[src/rtl/spi_monitor_bridge.sv]
// SPI slave that snapshots the CPU bus on chip-select and shifts it out LSB-first with a sequence byte,
// while receiving an input-signal word. SPI pins are oversampled and synchronised into CLK_IN.
module spi_monitor_bridge #(
  parameter int ADDR_WIDTH    = 24,
  parameter int DATA_WIDTH    = 16,
  parameter int OUT_SIG_WIDTH = 4,
  parameter int IN_SIG_WIDTH  = 4,
  parameter int SYNC_STAGES   = 2
) (
  input  logic                     CLK_IN,
  input  logic                     RESET_IN,
  input  logic                     SPICLK_IN,
  input  logic                     SPISI_IN,
  input  logic                     SPISS_IN,
  input  logic [ADDR_WIDTH-1:0]    ADDR_IN,
  input  logic [DATA_WIDTH-1:0]    DATA_IN,
  input  logic [OUT_SIG_WIDTH-1:0] OUTPUT_SIGNAL_IN,
  output logic [IN_SIG_WIDTH-1:0]  INPUT_SIGNAL,
  output logic                     SPISO,
  output logic                     SPISO_OE,
  output logic                     BUSY,
  output logic                     FRAME_DONE,
  output logic [7:0]               SEQ
);

  localparam int PAY_BITS  = ADDR_WIDTH + DATA_WIDTH + OUT_SIG_WIDTH;
  localparam int PAY_BYTES = (PAY_BITS + 7) / 8;
  localparam int TX_BITS   = 8 * (PAY_BYTES + 1);
  localparam int RX_BITS   = 8 * ((IN_SIG_WIDTH + 7) / 8);
  localparam int CW        = $clog2(TX_BITS + 1);

  typedef enum logic {ST_IDLE, ST_ACTIVE} state_t;

  logic [SYNC_STAGES-1:0]  r_sck_sync, r_si_sync, r_ss_sync;
  logic                    r_sck_q, r_ss_q;
  state_t                  r_state;
  logic [TX_BITS-1:0]      r_tx;
  logic [RX_BITS-1:0]      r_rx;
  logic [CW-1:0]           r_cnt;
  logic                    r_rx_done;
  logic [IN_SIG_WIDTH-1:0] r_in_sig;
  logic                    r_spiso, r_oe, r_busy, r_frame_done;
  logic [7:0]              r_seq;

  logic                    w_sck, w_si, w_ss;
  logic                    w_sck_rise, w_sck_fall, w_ss_fall, w_ss_rise;
  logic [TX_BITS-1:0]      w_load;

  assign w_sck      = r_sck_sync[SYNC_STAGES-1];
  assign w_si       = r_si_sync[SYNC_STAGES-1];
  assign w_ss       = r_ss_sync[SYNC_STAGES-1];
  assign w_sck_rise = w_sck & ~r_sck_q;
  assign w_sck_fall = ~w_sck & r_sck_q;
  assign w_ss_fall  = ~w_ss & r_ss_q;
  assign w_ss_rise  = w_ss & ~r_ss_q;

  // Pad bits between the payload and the sequence byte stay zero.
  always_comb begin
    w_load = '0;
    w_load[PAY_BITS-1:0]  = {OUTPUT_SIGNAL_IN, DATA_IN, ADDR_IN};
    w_load[TX_BITS-1 -: 8] = r_seq;
  end

  always_ff @(posedge CLK_IN or negedge RESET_IN) begin
    if (!RESET_IN) begin
      r_sck_sync <= '0;
      r_si_sync  <= '0;
      r_ss_sync  <= '1;
      r_sck_q    <= 1'b0;
      r_ss_q     <= 1'b1;
    end else begin
      r_sck_sync <= {r_sck_sync[SYNC_STAGES-2:0], SPICLK_IN};
      r_si_sync  <= {r_si_sync[SYNC_STAGES-2:0], SPISI_IN};
      r_ss_sync  <= {r_ss_sync[SYNC_STAGES-2:0], SPISS_IN};
      r_sck_q    <= w_sck;
      r_ss_q     <= w_ss;
    end
  end

  always_ff @(posedge CLK_IN or negedge RESET_IN) begin
    if (!RESET_IN) begin
      r_state      <= ST_IDLE;
      r_tx         <= '0;
      r_rx         <= '0;
      r_cnt        <= '0;
      r_rx_done    <= 1'b0;
      r_in_sig     <= '0;
      r_spiso      <= 1'b0;
      r_oe         <= 1'b0;
      r_busy       <= 1'b0;
      r_frame_done <= 1'b0;
      r_seq        <= '0;
    end else begin
      r_frame_done <= 1'b0;
      // Word is applied once, the cycle after the RX count is reached, even if SS rises then.
      if (r_state == ST_ACTIVE && !r_rx_done && r_cnt >= CW'(RX_BITS)) begin
        r_in_sig  <= r_rx[IN_SIG_WIDTH-1:0];
        r_rx_done <= 1'b1;
      end
      case (r_state)
        ST_IDLE: begin
          if (w_ss_fall) begin
            r_tx      <= w_load;
            r_spiso   <= w_load[0];
            r_oe      <= 1'b1;
            r_busy    <= 1'b1;
            r_cnt     <= '0;
            r_rx      <= '0;
            r_rx_done <= 1'b0;
            r_state   <= ST_ACTIVE;
          end
        end
        ST_ACTIVE: begin
          if (w_ss_rise) begin
            r_spiso <= 1'b0;
            r_oe    <= 1'b0;
            r_busy  <= 1'b0;
            r_state <= ST_IDLE;
            if (r_cnt == CW'(TX_BITS)) begin
              r_frame_done <= 1'b1;
              r_seq        <= r_seq + 8'd1;
            end
          end else if (w_sck_rise) begin
            if (r_cnt < CW'(RX_BITS))
              r_rx <= {w_si, r_rx[RX_BITS-1:1]};
            if (r_cnt != CW'(TX_BITS))
              r_cnt <= r_cnt + 1'b1;
          end else if (w_sck_fall) begin
            r_tx    <= {1'b0, r_tx[TX_BITS-1:1]};
            r_spiso <= r_tx[1];
          end
        end
        default: r_state <= ST_IDLE;
      endcase
    end
  end

  assign INPUT_SIGNAL = r_in_sig;
  assign SPISO        = r_spiso;
  assign SPISO_OE     = r_oe;
  assign BUSY         = r_busy;
  assign FRAME_DONE   = r_frame_done;
  assign SEQ          = r_seq;

endmodule

[config.mk]
export PLATFORM = sky130hd
export DESIGN_NAME = spi_monitor_bridge
export DESIGN_NICKNAME = d
export VERILOG_FILES = /design/src/rtl/spi_monitor_bridge.sv
export SDC_FILE = /design/constraint.sdc
export NUM_CORES = 1
export LEC_CHECK = 0
export BUFFER_PORTS_ARGS = -buffer_cell sky130_fd_sc_hd__buf_2
export CAP_MARGIN = 20
export CORE_ASPECT_RATIO = 2
export CORE_UTILIZATION = 52
export CTS_CLUSTER_SIZE = 16
export DETAILED_ROUTE_END_ITERATION = 12
export PLACE_DENSITY = 0.78
export SLEW_MARGIN = 20
export SYNTH_ARGS = -nofsm -noshare
export SYNTH_HDL_FRONTEND = slang
export SYNTH_SLANG_ARGS = --single-unit
[constraint.sdc]
create_clock -name CLK_IN -period 3.7 [get_ports CLK_IN]
set_clock_uncertainty 0.05 [all_clocks]
set_input_delay 0.185 -clock CLK_IN [delete_from_list [all_inputs] [get_ports CLK_IN]]
set_output_delay 0.185 -clock CLK_IN [all_outputs]
set_load 0.03 [all_outputs]
Yosys cells after proc, flatten, opt, wreduce, memory -nomap -nowiden. Index checks and enable logic that the tools add are counted.

Reductions and logical operators: 9. Equal/unequal tests: 12. $lt $le $gt $ge: 2. Add/subtract/negate cells: 2. Bitwise logic cells: 9. Mux-type cells: 32.

Operators with widths (number): $mux 56 (4); $pmux 56 s2 (1); $mux 8 (4); $mux 6 (4); $pmux 8 s2 (1); $mux 1 (14); $pmux 6 s2 (1); $reduce_and 4->1 (3); $ne 2x1->1 const B (5); $add 8x1->8 const B (1); $add 6x1->6 const B (1); $eq 6x6->1 const B (1); $ge 6x4->1 const B (1); $lt 6x4->1 const B (1); $ne 2x2->1 const B (3); $ne 6x6->1 const B (1); $pmux 1 s2 (3); $reduce_and 3->1 (2); $not 1->1 (5); $and 1x1->1 (4); $ne 3x1->1 const B (1); $ne 3x2->1 const B (1); $logic_and 1x1->1 (2); $reduce_and 2->1 (1); $logic_not 1->1 (1).

Flip-flop bits (word level): 95. Output and inout bits: 16. Word-level logic and storage cells: 81. Bits of input ports: 49.

Logic depth before layout (Yosys ltp).
Depth after elaboration: 6. Gate-level depth with buffers: 7. Depth with buffers taken out: 6.

Worst setup path before layout. OpenSTA, ideal clock, no wires.

Path type: flip-flop to flip-flop. Start point: reg r_ss_q. End point: reg r_cnt[3]. Path slack: 2039 ps. Stages on the path, launching flop included: 6. Library setup time: 124 ps. Data arrival time: 1487 ps. Data required time: 3526 ps. Cells stage by stage: dfstp_2 -> nand2b_4 -> a41oi_2 -> or2_1 -> clkbuf_1 -> a211o_1.

Word-level cells in the longest chain between the ends: 4.

Ends and longest elaborated chain: start: declaration (line 35) `logic r_sck_q, r_ss_q;`; start signal: assignment (line 76) `r_ss_q <= w_ss;`; $not 1->1 (line 55) `assign w_ss_rise = w_ss & ~r_ss_q;`; $and 1x1->1 (line 55); $ne 2x2->1 (no line); $reduce_and 4->1 (no line) *; end signal: assignment (line 127) `r_cnt <= r_cnt + 1'b1;`; end: declaration (line 39) `logic [CW-1:0] r_cnt;`.

Mark *: on every way between the ends. The rest lies on a longest branch, timed or not. A chain may end at the register's enable or synchronous reset.

Worst setup path after layout.
Start point: reg r_state. End point: reg r_cnt[4].

Word-level cells in the longest chain between the ends: 3.

Ends and longest elaborated chain: start: declaration (line 36) `state_t r_state;`; start signal: assignment (line 82) `r_state <= ST_IDLE;`; start signal: assignment (line 110) `r_state <= ST_ACTIVE;`; start signal: assignment (line 118) `r_state <= ST_IDLE;`; $not 1->1; $ne 2x2->1 (no line); $reduce_and 4->1 (no line).

Parallel ways exist; a longest one is shown, timed or not.

==> metrics.txt <==
RSZ-0062 raised after global routing false; Gate power share 0.193; Initial DRC Count 193; hold depth 3; Post-Syn Instances between 300 and 400; clk root buf clkbuf_16; met3 Use GR 0.0488; largest stage delay on the critical path 0.73 ns; Final setup viols 0; Flop pwr share 0.501; Fin Hold WS a little under 0.09 ns; crit end category flip-flop; Clock Tree Buf Depth 2; Startpoint Class flip-flop; first-pass GRT wire length 13.2 mm; Initial DRT Pass Iterations 4; Die H between 100 and 150 um; CTS sink count 94; critical path startpoint r_state; Pwr Density between 500 and 600 mW/mm^2; crit path max fanout 55; worst min path class in -> reg; Resized cells post-CTS 0; ANT nets after route 0; post-synthesis cell area about 0.0042 mm^2; H-tree levels 3; CTS tree built; Pleak between 2 and 2.5 nW; IO Pins 65; Die Footprint 0.00844 mm^2; Worst-path clk slew ~0.060 ns; GR peak layer met2; Avg Vias per Cell 5.41; HP Start DATA_IN[7]; initial core utilization 0.531; Fillers 638; Syn Area/Cell about 11 um^2; largest net degree at the start of global routing 111; GRT met2 Usage 0.356; post-synthesis register bit count 94; CTS buffer count 9; Max Freq between 400 and 500 MHz; Hold EP r_tx[31]; worst r2r path cells 4; # DRC 0; Post-CTS Setup Bufs 0; register area share after synthesis 0.562; Final nets around 500; Pint between 2 and 2.5 mW; setup TNS 0 ns; wire per inst between 10 and 15 um; RR Endpoint r_cnt[4]; switch share 0.285; area of the multi-input gates about 0.0017 mm^2; Detailed Place HPWL approximately 5.1 mm; core area 0.00789 mm^2; worst-margin pin slew between 0.8 and 0.9 ns; reg2reg start r_state; Post-Syn Nets between 400 and 500; Clk pwr share 0.306; Peak VDD IR between 0.4 and 0.5 mV; FF/Latch Area 0.00236 mm^2; status finished, final reports clean; detailed-route via count 2988; Slew HR 0.415; post-layout min period approximately 2.4 ns; area grow syn2layout 16.5%; vias in the first global route between 3000 and 4000; Placer Congestion around 0.76; max-slew violations 0; CP arrival 2.53 ns; post-synth cell types 37; max cap viols 0; Final period util 0.638; std cell rows 46; share of cells above drive strength 1 0.197; DIE WIDTH roughly 65 um; total gr overflow 0; IO Port Bufs 64; Psw between 800 and 900 uW; YS warnings 0; Setup CP Type reg -> reg; initial antenna violation count 0; Post-Route WL slightly below 8 mm; met1 global-route usage 0.233; CP required approximately 3.9 ns; Cell Chain, Critical Path nor3b_2, a41oi_2, or2_1, a211o_1; Antenna diodes 0; critical path's slowest cell dfrtp_4; Fin. Hold Viols 0; worst skew pair latency approximately 0.33 ns; All-Layer GR Usage 0.205; reg2reg setup slack 1.34 ns
==> power by group through the flow <==
stage          clock [mW]  sequential, mW  combinational [mW]
6_report            0.872            1.43               0.551
5_1_grt             0.931            1.47               0.633
4_1_cts             0.898            1.43               0.561
3_5_place_dp            0            1.45               0.555
3_3_place_gp            0            1.44               0.525
2_1_floorplan           0            1.42               0.409
==> critical path: cells and delay by family (launching register included) <==
kind	cells	cell delay, ns
simple gates	2	0.91
flops	1	0.73
compound gates	2	0.54
==> synth_stat cells (all sizes together) <==
| library cell | instances | area (um^2) |
|---|---|---|
| nor4bb | 1 | 10.0 |
| mux2i | 50 | 500 |
| a41oi | 1 | 16.3 |
| xor2 | 1 | 8.76 |
| buf | 15 | 80.1 |
| or3 | 1 | 6.26 |
| nand2b | 4 | 32.5 |
| ha | 3 | 37.5 |
| dfstp | 3 | 78.8 |
| or2 | 2 | 12.5 |
| and4 | 1 | 8.76 |
| a221oi | 1 | 8.76 |
| xnor2 | 6 | 52.6 |
| nor2b | 10 | 62.6 |
| nand2 | 76 | 285 |
| nor2 | 4 | 15.0 |
| mux2 | 5 | 56.3 |
| nor3 | 2 | 10.0 |
| inv | 5 | 18.8 |
| and3b | 1 | 8.76 |
| dfrtp | 91 | 2280 |
| o31ai | 1 | 7.51 |
| and3 | 5 | 31.3 |
| a21oi | 10 | 50.1 |
| o21ai | 70 | 350 |
| a31oi | 1 | 6.26 |
| nand4 | 3 | 18.8 |
| nand3 | 4 | 20.0 |
| a211o | 3 | 26.3 |
| nor3b | 1 | 12.5 |
| nor4b | 2 | 17.5 |
| nor4 | 1 | 21.3 |
| clkbuf | 11 | 41.3 |
==> area by class of cell <==
cell class | instances | area share
Multi-Input combinational cell | 270 | 0.350
Tap cell | 96 | 0.0246
Timing Repair Buffer | 71 | 0.0815
Clock inverter | 1 | 0.00615
Inverter | 5 | 0.00384
Clock buffer | 15 | 0.0507
Sequential cell | 94 | 0.483
==> cells by family (layout without fill, tap and decap cells) <==
family                   Yosys count  in the layout  share of synthesized area
AO/OA/AOI/OAI                     87             87                      0.111
XOR/XNOR                           7              7                     0.0146
adder cells (fa/ha/maj)            3              3                    0.00896
buffers and inverters             31             92                     0.0334
flip-flops                        94             94                      0.562
multiplexers                      55             55                      0.133
AND/OR/NAND/NOR                  118            118                      0.137
==> worst max path at each step <==
stage / end / slack, ns
after global placement: r_cnt[4] / 1.40
after floorplan: r_cnt[3] / 2.04
final: r_cnt[4] / 1.34
after global routing: r_cnt[3] / 1.18
after detailed placement: r_cnt[4] / 1.34
after CTS: r_cnt[4] / 1.32
==> per-layer routing <==
layer | wire (um) | part of all wire | vias up
li1 | - | - | 1466
met1 | 3240 | 0.42 | 1463
met2 | 4030 | 0.52 | 47
met3 | 251 | 0.033 | 12
met4 | 176 | 0.023 | 0
met5 | 0 | 0 | -
==> cells in the final DEF, fill, tap and decap left out, types with 2 or more instances in the layout <==
cell type / count
a211o_1: 3
a21oi_1: 10
and3_1: 5
buf_2: 63
buf_4: 3
clkbuf_1: 6
clkbuf_16: 9
dfrtp_1: 90
dfstp_2: 3
dlygate4sd3_1: 4
ha_1: 3
inv_1: 5
mux2_2: 4
mux2i_1: 50
nand2_1: 76
nand2b_1: 3
nand3_1: 4
nand4_1: 3
nor2_1: 4
nor2b_1: 10
nor3_1: 2
nor4b_1: 2
o21ai_0: 62
o21ai_1: 8
or2_1: 2
xnor2_1: 6
==> state kept, by name, indices dropped and copies added, names as in the netlist <==
register / flops
BUSY: 1
FRAME_DONE: 1
INPUT_SIGNAL: 4
SEQ: 8
SPISO: 1
r_cnt: 6
r_rx: 8
r_rx_done: 1
r_sck_q: 1
r_sck_sync: 2
r_si_sync: 2
r_ss_q: 1
r_ss_sync: 2
r_state: 1
r_tx: 55
==> timing repair <==
action,CTS,global route
hold buffers,4,0
endpoints found under the hold margin,71,0
endpoints found under the setup margin,0,0
==> per-stage QoR <==
stage	utilization	instances	power (mW)	worst slack (ns)	instance area [um^2]
final	0.619	552	2.85	1.34	4880
after detailed placement	0.579	532	2.00	1.34	4570
after global routing	0.619	552	3.03	1.18	4880
after global placement	0.579	532	1.96	1.40	4570
after CTS	0.619	552	2.89	1.32	4880
after floorplan	-	395	1.83	2.04	4190
Note: power is estimated with default switching activity, not from simulation.
